## src/rtl/decode_pkg.sv

```systemverilog
// decode_pkg: shared types and constants for the registered decode stage.
//   opcode_e    - 3-bit major opcode
//   ALU_*       - ALU operation codes (4-bit native, zero-extended at the top)
//   ctrl_word_t - decoded control word; address and op fields are 4 bits wide
//                 because every decoded value fits in 4 bits, and the top
//                 zero-extends them to RADDR_W / ALUOP_W
//   state_e     - issue FSM states
package decode_pkg;

  localparam int FIELD_W = 4;

  typedef enum logic [2:0] {
    OP_R   = 3'd0,
    OP_LD  = 3'd1,
    OP_ST  = 3'd2,
    OP_IMM = 3'd3,
    OP_BR  = 3'd4,
    OP_MOV = 3'd5,
    OP_SH  = 3'd6,
    OP_LOG = 3'd7
  } opcode_e;

  localparam logic [FIELD_W-1:0] ALU_ADD  = 4'd0;
  localparam logic [FIELD_W-1:0] ALU_SUB  = 4'd1;
  localparam logic [FIELD_W-1:0] ALU_LSL  = 4'd2;
  localparam logic [FIELD_W-1:0] ALU_ASR  = 4'd3;
  localparam logic [FIELD_W-1:0] ALU_LSR  = 4'd4;
  localparam logic [FIELD_W-1:0] ALU_NOT  = 4'd5;
  localparam logic [FIELD_W-1:0] ALU_AND  = 4'd6;
  localparam logic [FIELD_W-1:0] ALU_OR   = 4'd7;
  localparam logic [FIELD_W-1:0] ALU_MUL  = 4'd8;
  localparam logic [FIELD_W-1:0] ALU_PASS = 4'd15;

  typedef struct packed {
    logic               branch;
    logic               mem_write;
    logic               alu_src;
    logic               reg_write;
    logic               mem_to_reg;
    logic               mov;
    logic               illegal;
    logic [FIELD_W-1:0] alu_op;
    logic [FIELD_W-1:0] reg_a;
    logic [FIELD_W-1:0] reg_b;
    logic [FIELD_W-1:0] wr_addr;
  } ctrl_word_t;

  typedef enum logic {
    IDLE     = 1'b0,
    MUL_WAIT = 1'b1
  } state_e;

endpackage

```

## src/rtl/decode_comb.sv

```systemverilog
// decode_comb: purely combinational instruction decoder.
//   instr  in  MCODE_W : machine code (opcode in top 3 bits, funct next 2)
//   cw     out         : decoded control word
//   is_mul out 1       : instruction is a MUL (needs multi-cycle issue)
module decode_comb
  import decode_pkg::*;
#(
  parameter int MCODE_W = 9
) (
  input  logic [MCODE_W-1:0] instr,
  output ctrl_word_t         cw,
  output logic               is_mul
);

  opcode_e    op;
  logic [1:0] funct;

  assign op    = opcode_e'(instr[MCODE_W-1 -: 3]);
  assign funct = instr[MCODE_W-4 -: 2];

  always_comb begin
    cw           = '0;
    cw.reg_write = 1'b1;
    cw.alu_op    = ALU_PASS;
    cw.wr_addr   = instr[3:0];
    is_mul       = 1'b0;
    case (op)
      OP_R: begin
        cw.reg_b = 4'd1;
        case (funct)
          2'd0: cw.alu_op = ALU_ADD;
          2'd1: cw.alu_op = ALU_SUB;
          2'd2: cw.mem_to_reg = 1'b1;
          default: begin
            cw.reg_write = 1'b0;
            cw.mem_write = 1'b1;
          end
        endcase
      end
      OP_LD:  cw.mem_to_reg = 1'b1;
      OP_ST: begin
        cw.reg_write = 1'b0;
        cw.mem_write = 1'b1;
      end
      OP_IMM: cw.alu_src = 1'b1;
      OP_BR: begin
        cw.branch    = 1'b1;
        cw.reg_write = 1'b0;
      end
      OP_MOV: begin
        cw.mov     = 1'b1;
        cw.reg_a   = instr[4:1];
        cw.wr_addr = {3'b000, instr[5]};
      end
      OP_SH: begin
        cw.reg_b = 4'd1;
        case (funct)
          2'd0:    cw.alu_op = ALU_LSL;
          2'd1:    cw.alu_op = ALU_ASR;
          2'd2:    cw.alu_op = ALU_LSR;
          default: cw.alu_op = ALU_NOT;
        endcase
      end
      default: begin // OP_LOG
        cw.reg_b = 4'd1;
        case (funct)
          2'd0: cw.alu_op = ALU_AND;
          2'd1: cw.alu_op = ALU_OR;
          2'd2: begin
            cw.alu_op = ALU_MUL;
            is_mul    = 1'b1;
          end
          default: begin
            // funct 11 is unassigned: squash every side effect
            cw.illegal   = 1'b1;
            cw.reg_write = 1'b0;
          end
        endcase
      end
    endcase
  end

endmodule

```

## src/rtl/decode_stage.sv

```systemverilog
// decode_stage: registered decode stage with valid/ready handshakes.
//   clk, rst_n            : clock, async active-low reset
//   in_valid/in_ready     : instruction handshake (instr)
//   flush                 : taken branch; drops held/pending instruction
//   out_valid/out_ready   : control-word handshake to execute
//   branch..illegal       : control flags
//   alu_op, reg_a/b, wr_addr : decoded fields
//   illegal_cnt           : saturating count of accepted illegal words
// MUL is held in MUL_WAIT for MUL_CYCLES-1 cycles before out_valid rises.
module decode_stage
  import decode_pkg::*;
#(
  parameter int MCODE_W    = 9,
  parameter int RADDR_W    = 4,
  parameter int ALUOP_W    = 4,
  parameter int MUL_CYCLES = 3,
  parameter int CNT_W      = 8
) (
  input  logic               clk,
  input  logic               rst_n,
  input  logic               in_valid,
  output logic               in_ready,
  input  logic [MCODE_W-1:0] instr,
  input  logic               flush,
  output logic               out_valid,
  input  logic               out_ready,
  output logic               branch,
  output logic               mem_write,
  output logic               alu_src,
  output logic               reg_write,
  output logic               mem_to_reg,
  output logic               mov,
  output logic               illegal,
  output logic [ALUOP_W-1:0] alu_op,
  output logic [RADDR_W-1:0] reg_a,
  output logic [RADDR_W-1:0] reg_b,
  output logic [RADDR_W-1:0] wr_addr,
  output logic [CNT_W-1:0]   illegal_cnt
);

  localparam int CW = (MUL_CYCLES > 1) ? $clog2(MUL_CYCLES) : 1;

  state_e     state, state_nxt;
  logic [CW-1:0] cnt;
  ctrl_word_t dec, cw_q;
  logic       dec_mul, accept, mul_start, mul_done;

  decode_comb #(.MCODE_W(MCODE_W)) u_comb (
    .instr  (instr),
    .cw     (dec),
    .is_mul (dec_mul)
  );

  assign accept    = in_valid && in_ready;
  assign mul_start = accept && dec_mul && (MUL_CYCLES > 1);
  // cnt==1 now means it reaches 0 at this edge
  assign mul_done  = (state == MUL_WAIT) && (cnt == CW'(1));

  // state register
  always_ff @(posedge clk or negedge rst_n) begin
    if (!rst_n) state <= IDLE;
    else        state <= state_nxt;
  end

  // next state
  always_comb begin
    state_nxt = state;
    if (flush) begin
      state_nxt = IDLE;
    end else begin
      case (state)
        IDLE:     if (mul_start) state_nxt = MUL_WAIT;
        default:  if (mul_done)  state_nxt = IDLE;
      endcase
    end
  end

  // outputs of the FSM
  always_comb begin
    in_ready = (state == IDLE) && (!out_valid || out_ready) && !flush;
  end

  // output register, MUL countdown and illegal counter
  always_ff @(posedge clk or negedge rst_n) begin
    if (!rst_n) begin
      out_valid   <= 1'b0;
      cnt         <= '0;
      cw_q        <= '0;
      cw_q.alu_op <= ALU_PASS;
      illegal_cnt <= '0;
    end else begin
      if (flush) begin
        out_valid <= 1'b0;
        cnt       <= '0;
      end else if (state == MUL_WAIT) begin
        cnt <= cnt - 1'b1;
        if (mul_done) out_valid <= 1'b1;
      end else if (accept) begin
        cw_q      <= dec;
        out_valid <= !mul_start;
        if (mul_start) cnt <= CW'(MUL_CYCLES - 1);
      end else if (out_ready) begin
        out_valid <= 1'b0;
      end
      // accept never coincides with flush, so a later flush cannot undo this
      if (accept && dec.illegal && (illegal_cnt != '1))
        illegal_cnt <= illegal_cnt + 1'b1;
    end
  end

  assign branch     = cw_q.branch;
  assign mem_write  = cw_q.mem_write;
  assign alu_src    = cw_q.alu_src;
  assign reg_write  = cw_q.reg_write;
  assign mem_to_reg = cw_q.mem_to_reg;
  assign mov        = cw_q.mov;
  assign illegal    = cw_q.illegal;
  assign alu_op     = ALUOP_W'(cw_q.alu_op);
  assign reg_a      = RADDR_W'(cw_q.reg_a);
  assign reg_b      = RADDR_W'(cw_q.reg_b);
  assign wr_addr    = RADDR_W'(cw_q.wr_addr);

endmodule

```

## config.mk

```make
export PLATFORM = sky130hd
export DESIGN_NAME = decode_stage
export DESIGN_NICKNAME = d
export VERILOG_FILES = /design/src/rtl/decode_pkg.sv /design/src/rtl/decode_comb.sv /design/src/rtl/decode_stage.sv
export SDC_FILE = /design/constraint.sdc
export NUM_CORES = 1
export LEC_CHECK = 0
export ABC_CLOCK_PERIOD_IN_PS = 1600
export BUFFER_PORTS_ARGS = -buffer_cell sky130_fd_sc_hd__buf_2
export CORE_UTILIZATION = 46
export CTS_CLUSTER_DIAMETER = 200
export CTS_CLUSTER_SIZE = 10
export DETAILED_ROUTE_END_ITERATION = 10
export GPL_TIMING_DRIVEN = 0
export HOLD_SLACK_MARGIN = 0.06
export PLACE_DENSITY = 0.75
export SLEW_MARGIN = 25
export SYNTH_ARGS = -nofsm -noshare
export SYNTH_HDL_FRONTEND = slang
export SYNTH_SLANG_ARGS = --single-unit
```

## constraint.sdc

```tcl
create_clock -name clk -period 1.6 [get_ports clk]
set_clock_uncertainty 0.1 [all_clocks]
set_input_delay 0.32 -clock clk [delete_from_list [all_inputs] [get_ports clk]]
set_output_delay 0.32 -clock clk [all_outputs]
set_load 0.1 [all_outputs]
```

==> results_dict.tcl, run 1 <==
set metrics [dict create \
    cts_tree "yes" \
    dp_slack_ns -0.09600 \
    clk_pin_slew_ns 0.11 \
    ys_ff_latch 32 \
    clock_latency_ns 0.32 \
    core-area_mm2 0.003390 \
    slowest_delay_ns 0.51 \
    min_path_cells 3 \
    power_density_mw_per_mm2 1074 \
    cts_buffer_depth 2 \
    place.gp.congestion 0.8191 \
    ys_warn_count 0 \
    critPathTopFamily "flip-flops" \
    antenna_found_initial 0 \
    top_register "illegal_cnt" \
    area_growth_pct 29.99 \
    worstSetupPathType "register to output pin" \
    peakVddDrop_uv 613.6 \
    cap_violations 0 \
    place_hpwl_um 2460 \
    first_pass_iters 4 \
    hold_path_class "input pin to register" \
    setup-violations-final 2 \
    cts.sinks 32 \
    violations "negative setup slack" \
    largest_reg_flops 8 \
    syn_area_per_cell_um2 9.767 \
    ioPinCount 47 \
    syn_inst 170 \
    drc 0 \
    nNetsFinal 241 \
    fin_crit_ns 1.689 \
    hold_start "instr[2]" \
    fmaxAchievable_mhz 592.2 \
    placed_area_mm2 0.001991 \
    die_w_um 62.08 \
    cp.buffers_inverters 1 \
    netlist_area_mm2 0.001660 \
    num-fill-cells 293 \
    die_height_um 62.08 \
    start_util_pct 48.98 \
    grt_max_degree 33 \
    rsz0062_at_grt "yes" \
    timing.final.crit_share_pct 105.5 \
    timing_max_transition_violations_final 0 \
    relSlewSlack_pct 52.27 \
    end_kind "output pin" \
    rows 21 \
    final_hold_viol_count 0 \
    ys_seq_area_share_pct 48.53 \
    grt_pass1_wl_um 5733 \
    overflow 0 \
    num_antenna_cells 0 \
    rr_worst_depth 5 \
    finalInstanceArea_mm2 0.002158 \
    dr.first_iter.drc_count 95 \
    p_leak_nw 1.020 \
    setup_ws_ns -0.08863 \
    io_buffers 41 \
    cp.required_ns 1.18 \
    crit-reg2reg-launch "illegal_cnt[0]$_DFFE_PN0P_" \
    worstPathArrival_ns 1.27 \
    critPathLaunchType "register" \
    worstPathCellList "nand2b_4 -> and2_4 -> buf_12" \
    cts_buffers 5 \
    final_common_cell "nand2_1" \
    hold_slack_ns 0.1196 \
    htree_levels 2 \
    synth_cell_types 40 \
    drt.antenna.violating_nets 0 \
    worst-slew-pin-transition_ns 0.7160 \
    grt_pass1_vias 1268 \
    min_to "wr_addr[2]$_DFFE_PN0P_" \
    drive_gt1_share_pct 42.04 \
    status "finished, violations left" \
    mostFrequentLayoutCells "nand2_1 (34), buf_2 (31), buf_4 (19)" \
    track_usage_pct 20.71 \
    dieArea_mm2 0.003854 \
    cts-root-buf "clkbuf_4" \
    viasPerCell 5.048 \
    r2r_end "illegal_cnt[1]$_DFFE_PN0P_" \
    r2r_slack_ns 0.01 \
    wl_per_cell_um 12.85 \
    crit_fanout 4 \
    num_vias 1373 \
    drt_wl_total_um 3496 \
    slowest_stage "dfrtp_4" \
]
layer usage:
layer  share of wire (%)  global-route usage, %
met2                  50                  34.95
met4                 1.3                  7.619
met1                  44                  26.08
met3                 4.5                  4.348
met5                   0                      0
metrics by stage:
stage	setup TNS [ns]	cells	total power [mW]	util [%]
3_5_place_dp	-0.2129	259	1.815	58.73
2_1_floorplan	-0.3243	172	1.669	-
5_1_grt	-0.2364	272	2.417	63.68
4_1_cts	-0.1383	269	2.325	62.57
6_report	-0.1082	272	2.318	63.68
3_3_place_gp	-0.1598	259	1.808	58.73
power breakdown:
group	switching, mW	internal, mW
Clock	0.269	0.209
Combinational	0.726	0.169
Sequential	0.0477	0.897
area by class of cell:
| cell class | instances | area [µm²] | area share (%) |
|---|---|---|---|
| inverters | 4 | 15.01 | 0.6957 |
| well taps | 46 | 57.56 | 2.667 |
| plain buffers | 13 | 68.82 | 3.188 |
| multi-input cells | 123 | 832.0 | 38.55 |
| clock inverters | 2 | 10.01 | 0.4638 |
| clock buffers | 6 | 51.30 | 2.377 |
| repair buffers | 46 | 290.3 | 13.45 |
| flip-flops and latches | 32 | 833.3 | 38.61 |
logic make-up after synthesis:
| family | after synthesis | share of synthesized area [%] |
|---|---|---|
| AOI/OAI and AO/OA | 37 | 14.09 |
| xor gates and xnor gates | 7 | 3.693 |
| adders and majority gates | 2 | 1.507 |
| buffers and inverters | 17 | 4.973 |
| DFF | 32 | 48.53 |
| muxes | 3 | 1.959 |
| other | 1 | 0.2259 |
| and+or+nand+nor | 71 | 25.02 |
what timing repair did:
item                                    4_1_cts  5_1_grt
setup buffers                                 1        3
resized for setup                            18        5
hold buffers                                  1        0
endpoints found under the setup margin       14        6
hold endpoints to repair                     28        0
cloned                                        0        0
pin swaps                                     0        3
worst register-to-register path, stage by stage (launching register included):
cell and delay, ns:
dfrtp_4 0.52, ha_4 0.19, nand3_4 0.08, nor2_4 0.06, nor3_4 0.22, mux2_4 0.31
worst max path at each step:
stage / start / to / slack, ns / depth (start not counted)
after global routing: out_valid$_DFFE_PN0P_ / in_ready / -0.13 / 3
after global placement: instr[8] / illegal_cnt[1]$_DFFE_PN0P_ / -0.07 / 5
after detailed placement: instr[8] / illegal_cnt[1]$_DFFE_PN0P_ / -0.1 / 5
after CTS: out_valid$_DFFE_PN0P_ / in_ready / -0.10 / 3
final: out_valid$_DFFE_PN0P_ / in_ready / -0.09 / 3
after floorplan: illegal_cnt[0]$_DFFE_PN0P_ / illegal_cnt[1]$_DFFE_PN0P_ / -0.14 / 5
cells in the mapped netlist:
library cell / count / area (µm²)
a21o_1: 1 / 7.510
nor4_2: 3 / 37.54
conb_1: 1 / 3.750
mux2i_1: 1 / 10.01
buf_1: 1 / 3.750
nor3_2: 1 / 10.01
nor2b_1: 2 / 12.51
o22ai_1: 1 / 6.260
o41ai_2: 2 / 32.53
nor2_4: 2 / 22.52
nor4b_2: 3 / 45.04
and3_4: 1 / 11.26
or2_1: 1 / 6.260
nand2b_1: 3 / 18.77
nor2_1: 9 / 33.78
nor3_1: 1 / 5.000
dfstp_2: 4 / 105.1
nor4_1: 1 / 6.260
o21ai_1: 15 / 75.07
ha_1: 2 / 25.02
o41ai_1: 1 / 8.760
o21a_1: 1 / 7.510
a21oi_1: 8 / 40.04
nand2_1: 34 / 127.6
buf_4: 4 / 30.03
mux2_1: 2 / 22.52
buf_2: 3 / 15.01
o21ai_0: 2 / 10.01
nand4_1: 1 / 6.260
dfrtp_1: 28 / 700.7
clkbuf_1: 5 / 18.77
a211oi_1: 1 / 7.510
inv_1: 4 / 15.01
xor2_1: 7 / 61.31
nand4_4: 1 / 21.27
and2_1: 1 / 6.260
o31a_1: 1 / 8.760
nand3_2: 2 / 20.02
nand3_1: 5 / 25.02
o31ai_1: 4 / 30.03
Power figures use the tool's default switching activity.
==> run 2: changes to the inputs <==
CORE_UTILIZATION = 47   (was 46)
SYNTH_HIERARCHICAL = 1   (was default)
==> run 2 against run 1 <==
The run still ends with negative setup slack left. Wire length is 13% higher. Utilization is 2.9 points higher. Design area is 15% higher. Total power is 36% higher. Largest cell class is now multi-input gates.
==> results_dict.tcl, run 2 <==
set metrics [dict create \
    status "finished, violations left" \
    violations "negative setup slack" \
    peakVddDrop_uv 613.2 \
    drt.antenna.violating_nets 0 \
    async_flop_share_pct 100.0 \
    clk_pin_slew_ns 0.07 \
    synth_edf_count 0 \
    synth-simple-area-share_pct 17.41 \
    netlist_area_mm2 0.001854 \
    place_hpwl_um 2722 \
    synthFlopType "dfrtp_1" \
    final_common_cell "buf_2" \
    synth_top_family_by_area "simple AND/OR/NAND/NOR gates" \
    fin_crit_ns 1.667 \
    die_height_um 64.81 \
    htree_levels 2 \
    synth_area_leaders "dfrtp_1 (42%), mux2_2 (13%), dfstp_2 (5.7%)" \
    top_register "illegal_cnt" \
    first_pass_iters 4 \
    start_util_pct 49.90 \
    worstPathArrival_ns 1.25 \
    antenna_found_initial 0 \
    synth_fa_ha_area_share_pct 2.024 \
    cp.buffers_inverters 1 \
    grt_pass1_vias 1438 \
    netSwitchingFraction_pct 40.84 \
    wl_per_cell_um 14.37 \
    place.gp.congestion 0.8865 \
    cts-root-buf "clkbuf_8" \
    io_buffers 44 \
    p_leak_nw 1.187 \
    worstPathCellList "nor2b_4 -> nor3_4 -> buf_12" \
    overflow 0 \
    intPower_mw 1.861 \
    slowest_delay_ns 0.48 \
    synthMuxAreaShare_pct 15.92 \
    drive_gt1_share_pct 52.63 \
    setup_tns_ns -0.07846 \
    crit_fanout 3 \
    critPathTopFamily "flip-flops" \
    mostFrequentLayoutCells "buf_2 (36), dfrtp_1 (22), mux2_2 (21)" \
    clock_latency_ns 0.29 \
    cts_tree "yes" \
    ys_warn_count 6 \
    fmaxAchievable_mhz 600.0 \
    cap_violations 0 \
    synth.most_common_cell "dfrtp_1" \
    ys_ff_latch 35 \
    rows 22 \
    drc 0 \
    num_antenna_cells 0 \
    ys_seq_area_share_pct 47.50 \
    timing_max_transition_violations_final 0 \
    synth_top_area_share_pct 41.84 \
    num_vias 1475 \
    drt_wl_total_um 3966 \
    nNetsFinal 244 \
    synthTopCellsByCount "dfrtp_1 (31), mux2_2 (22), a21oi_1 (9), nand2_1 (9), nor2_1 (8)" \
    worstSetupPathType "register to output pin" \
    synth_cell_types 45 \
    worst-slew-pin-transition_ns 0.7777 \
    slowest_stage "dfrtp_4" \
    yosys.area.top_type "dfrtp_1" \
    die_w_um 64.81 \
    dp_slack_ns -0.2803 \
    critPathLaunchType "register" \
    grt_pass1_wl_um 6375 \
    cp.required_ns 1.18 \
    layout.cells.non_filler 276 \
    area_growth_pct 33.47 \
    track_usage_pct 20.52 \
    synthXorXnorAreaFrac_pct 2.362 \
    combPwrFrac_pct 36.1 \
    largest_reg_flops 8 \
    hold_path_class "input pin to register" \
    final_hold_viol_count 0 \
    cts.sinks 35 \
    place_inst 260 \
    power_density_mw_per_mm2 1271 \
    grt_max_degree 36 \
    synth_compound_area_share_pct 9.177 \
    cts_buffers 5 \
    dieArea_mm2 0.004200 \
    relSlewSlack_pct 48.15 \
    ioPinCount 47 \
    dr.first_iter.drc_count 116 \
    setup_ws_ns -0.06664 \
    end_kind "output pin" \
    core-area_mm2 0.003716 \
    syn_area_per_cell_um2 11.17 \
    setup-violations-final 2 \
    cts_buffer_depth 2 \
    timing.final.crit_share_pct 104.2 \
    switching_power_mw 1.285 \
    viasPerCell 5.344 \
    p_clk_share_pct 30.3 \
    rsz0062_at_grt "yes" \
    power_frac_seq_pct 33.6 \
    syn_inst 166 \
]
==> run 2: cell count changes after synthesis, moves of 4 or more <==
cell,before,now
xor2_1,7,3
mux2_2,0,22
nand2_1,34,9
clkbuf_1,5,0
nor3_1,1,6
o21ai_1,15,0
==> run 2: logic make-up (layout without fill, tap and decap cells) <==
kind of cell | Yosys count | count (layout)
flops | 35 | 35
fa+ha+maj | 3 | 3
other cells | 1 | 3
simple gates | 55 | 55
buf+inv | 18 | 78
xor+xnor | 5 | 5
compound gates | 23 | 23
mux | 26 | 26
==> run 2: routing by layer <==
layer | vias up | wire [µm] | global-route usage (%)
li1 | 697 | - | -
met1 | 698 | 1676 | 23.22
met2 | 62 | 1952 | 35.29
met3 | 16 | 227 | 5.634
met4 | 2 | 91 | 10.00
met5 | - | 18 | 0
==> run 2: final timing paths <==
kind | from | to | slack [ns] | cells after the start
min in group asynchronous | rst_n | reg_b[0]$_DFFE_PN0P_ | 0.55 | 2
worst max-delay path | out_valid$_DFFE_PN0P_ | in_ready | -0.07 | 3
worst max register to register | out_valid$_DFFE_PN0P_ | illegal_cnt[0]$_DFFE_PN0P_ | -0.01 | 5
max in group asynchronous | rst_n | out_valid$_DFFE_PN0P_ | 0.28 | 2
worst min register to register | illegal_cnt[6]$_DFFE_PN0P_ | illegal_cnt[6]$_DFFE_PN0P_ | 0.39 | 1
worst min-delay path | flush | cnt[0]$_DFFE_PN0P_ | 0.23 | 2
==> run 2: per-stage QoR <==
step	power (mW)	util [%]	hold WS (ns)	instance area [µm²]
after detailed placement	2.165	59.23	0.3456	2201
final	3.145	66.60	0.2336	2475
after CTS	3.157	64.81	0.2222	2409
after floorplan	1.977	-	-0.07559	1921
after global placement	2.146	59.23	0.3381	2201
after global routing	3.252	66.60	0.2323	2475
==> run 2: area by class of cell <==
cell class,count,area [µm²]
Inverter,7,26.28
Clock inverter,3,67.56
Tap cell,48,60.06
Timing Repair Buffer,52,317.8
Fill cell,316,1241
Sequential cell,35,899.6
Multi-Input combinational cell,115,935.9
Buffer,11,98.84
Clock buffer,5,68.82
==> run 2: repair_timing <==
item	4_1_cts	5_1_grt
cloned	0	0
hold endpoints to repair	31	0
resized for setup	11	9
buffers inserted	3	4
pin swaps	2	4
endpoints found under the setup margin	7	22
hold buffers	1	0
==> run 2: power by group through the flow <==
stage                     sequential [mW]  clock (mW)  combinational (mW)
final                                1.06       0.953                1.14
after detailed placement             1.07           0                1.09
after floorplan                      1.76           0               0.214
after CTS                            1.06       0.975                1.13
after global routing                 1.07        1.01                1.18
after global placement               1.06           0                1.08
==> run 3: changes to the inputs <==
CELL_PAD_IN_SITES_DETAIL_PLACEMENT = 2   (was default)
CELL_PAD_IN_SITES_GLOBAL_PLACEMENT = 2   (was default)
CORE_MARGIN = 10   (was default)
CORE_UTILIZATION = 30   (was 47)
PLACE_DENSITY = default   (was 0.75)
PLACE_DENSITY_LB_ADDON = 0.1   (was default)
==> run 3 against run 2 <==
The flow still finishes with violations (negative setup slack). Sequential share of layout area decreased by 0.70 points. Sequential power about the same. Non-clock buffer count increased by 1. Wire length increased by 38%. Maximum frequency decreased by 1.7%. Sequential cell count unchanged. First-iteration DRC count decreased by 69%. Design area increased by 2.0%. Via count increased by 2.6%. Count of clock-buffer cells in the layout unchanged. Global-route usage decreased by 9.5 points. Critical path type unchanged.
==> results_dict.tcl, run 3 (synthesis results as in run 2) <==
set metrics [dict create \
    num-fill-cells 648 \
    largest_reg_flops 8 \
    worstSetupPathType "register to output pin" \
    dieArea_mm2 0.009726 \
    top_register "illegal_cnt" \
    top_usage_layer "met2" \
    rows 28 \
    drt.antenna.violating_nets 0 \
    num_vias 1513 \
    r2r_slack_ns -0.05 \
    final_hold_viol_count 0 \
    die_w_um 98.62 \
    fmaxAchievable_mhz 589.8 \
    min_to "cnt[0]$_DFFE_PN0P_" \
    viasPerCell 4.977 \
    cts_tree "yes" \
    hold_start "flush" \
    status "finished, violations left" \
    cp.buffers_inverters 1 \
    place.gp.congestion 0.7545 \
    cp.required_ns 1.18 \
    power_mw 2.881 \
    drt_wl_total_um 5480 \
    slowest_delay_ns 0.50 \
    dr.first_iter.drc_count 36 \
    clk_pin_slew_ns 0.07 \
    timing.final.crit_share_pct 106.0 \
    crit-reg2reg-launch "state$_DFF_PN0_" \
    fin_crit_ns 1.695 \
    place_hpwl_um 3970 \
    worstSetupStartpoint "out_valid$_DFFE_PN0P_" \
    cts-root-buf "clkbuf_8" \
    grt_max_degree 36 \
    htree_levels 2 \
    cts_buffer_depth 2 \
    area_growth_pct 36.10 \
    hold_path_class "input pin to register" \
    power_density_mw_per_mm2 1142 \
    gr-usage-met3_pct 3.701 \
    clock_latency_ns 0.29 \
    die_height_um 98.62 \
    final_util_pct 42.37 \
    drc 0 \
    worstPathArrival_ns 1.28 \
    critPathTopFamily "flip-flops" \
    final_common_cell "buf_2" \
    mostFrequentLayoutCells "buf_2 (33), mux2_2 (22), dfrtp_1 (22)" \
    end_kind "output pin" \
    drive_gt1_share_pct 54.15 \
    p_leak_nw 1.177 \
    peakVddDrop_uv 523.0 \
    violations "negative setup slack" \
    hold_slack_ns 0.2164 \
    use_met1_pct 11.78 \
    wl_per_cell_um 18.03 \
    grt_pass1_vias 1693 \
    antenna_found_initial 0 \
    cts_buffers 5 \
    start_util_pct 31.13 \
    ioPinCount 47 \
    first_pass_iters 4 \
    timing_max_transition_violations_final 0 \
    rr_worst_depth 6 \
    setup-violations-final 19 \
    num_antenna_cells 0 \
    track_usage_pct 10.97 \
    nNetsFinal 245 \
    grt_pass1_wl_um 8742 \
    crit_fanout 4 \
    setup_ws_ns -0.09542 \
    core-area_mm2 0.005956 \
    use_met2_pct 19.67 \
    critPathLaunchType "register" \
    min_path_cells 2 \
    io_buffers 44 \
    worst-slew-pin-transition_ns 0.8102 \
    r2r_end "reg_write$_DFFE_PN0P_" \
    rsz0062_at_grt "yes" \
    worstPathCellList "nor2b_4 -> nor3_4 -> buf_12" \
    relSlewSlack_pct 45.99 \
    cts.sinks 35 \
    overflow 0 \
    slowest_stage "dfrtp_4" \
    cap_violations 0 \
]
## run 3: how the worst max path moves through the flow
| stage | endpoint | depth (start not counted) |
|---|---|---|
| floorplan | in_ready | 2 |
| global placement | illegal_cnt[3]$_DFFE_PN0P_ | 8 |
| detailed placement | illegal_cnt[1]$_DFFE_PN0P_ | 7 |
| CTS | in_ready | 3 |
| global route | in_ready | 3 |
| finish | in_ready | 3 |
## run 3: report_power, final
group	internal, mW	switching [mW]	leakage (nW)	total (mW)
combinational	0.252	0.913	0.706	1.16
sequential	0.999	0.0579	0.431	1.06
clock	0.303	0.356	0.0402	0.659
total	1.55	1.33	1.18	2.88
## run 3: layout make-up
type / instances / area, µm² / share of cell area [%]
Clock buffer: 5 / 68.82 / 2.727
Sequential cell: 35 / 899.6 / 35.65
Timing Repair Buffer: 53 / 350.3 / 13.88
Multi-Input combinational cell: 115 / 962.2 / 38.13
Inverter: 7 / 26.28 / 1.041
Tap cell: 75 / 93.84 / 3.718
Clock inverter: 3 / 20.02 / 0.7933
Buffer: 11 / 102.6 / 4.065
## run 3: timing repair
item,4_1_cts,5_1_grt
hold buffers,1,0
endpoints found under the hold margin,31,0
setup buffers,2,5
cloned,0,1
pin swaps,4,6
endpoints found under the setup margin,10,30
gates resized for setup,15,13
## run 3: metrics by stage
step / instances / setup WS, ns / setup TNS [ns] / instance area [µm²]
floorplan: 168 / -0.4025 / -0.8990 / 1921
global placement: 287 / -0.3438 / -1.470 / 2235
detailed placement: 287 / -0.3684 / -2.595 / 2235
CTS: 298 / -0.1077 / -0.2082 / 2406
global route: 304 / -0.1399 / -2.073 / 2524
finish: 304 / -0.09542 / -0.4470 / 2524
## run 3: per-layer routing
metal  wire length, µm  vias up
met5                 0        -
met4                67        0
met2              2957       31
met1              2200      777
met3               254        6
li1                  -      699
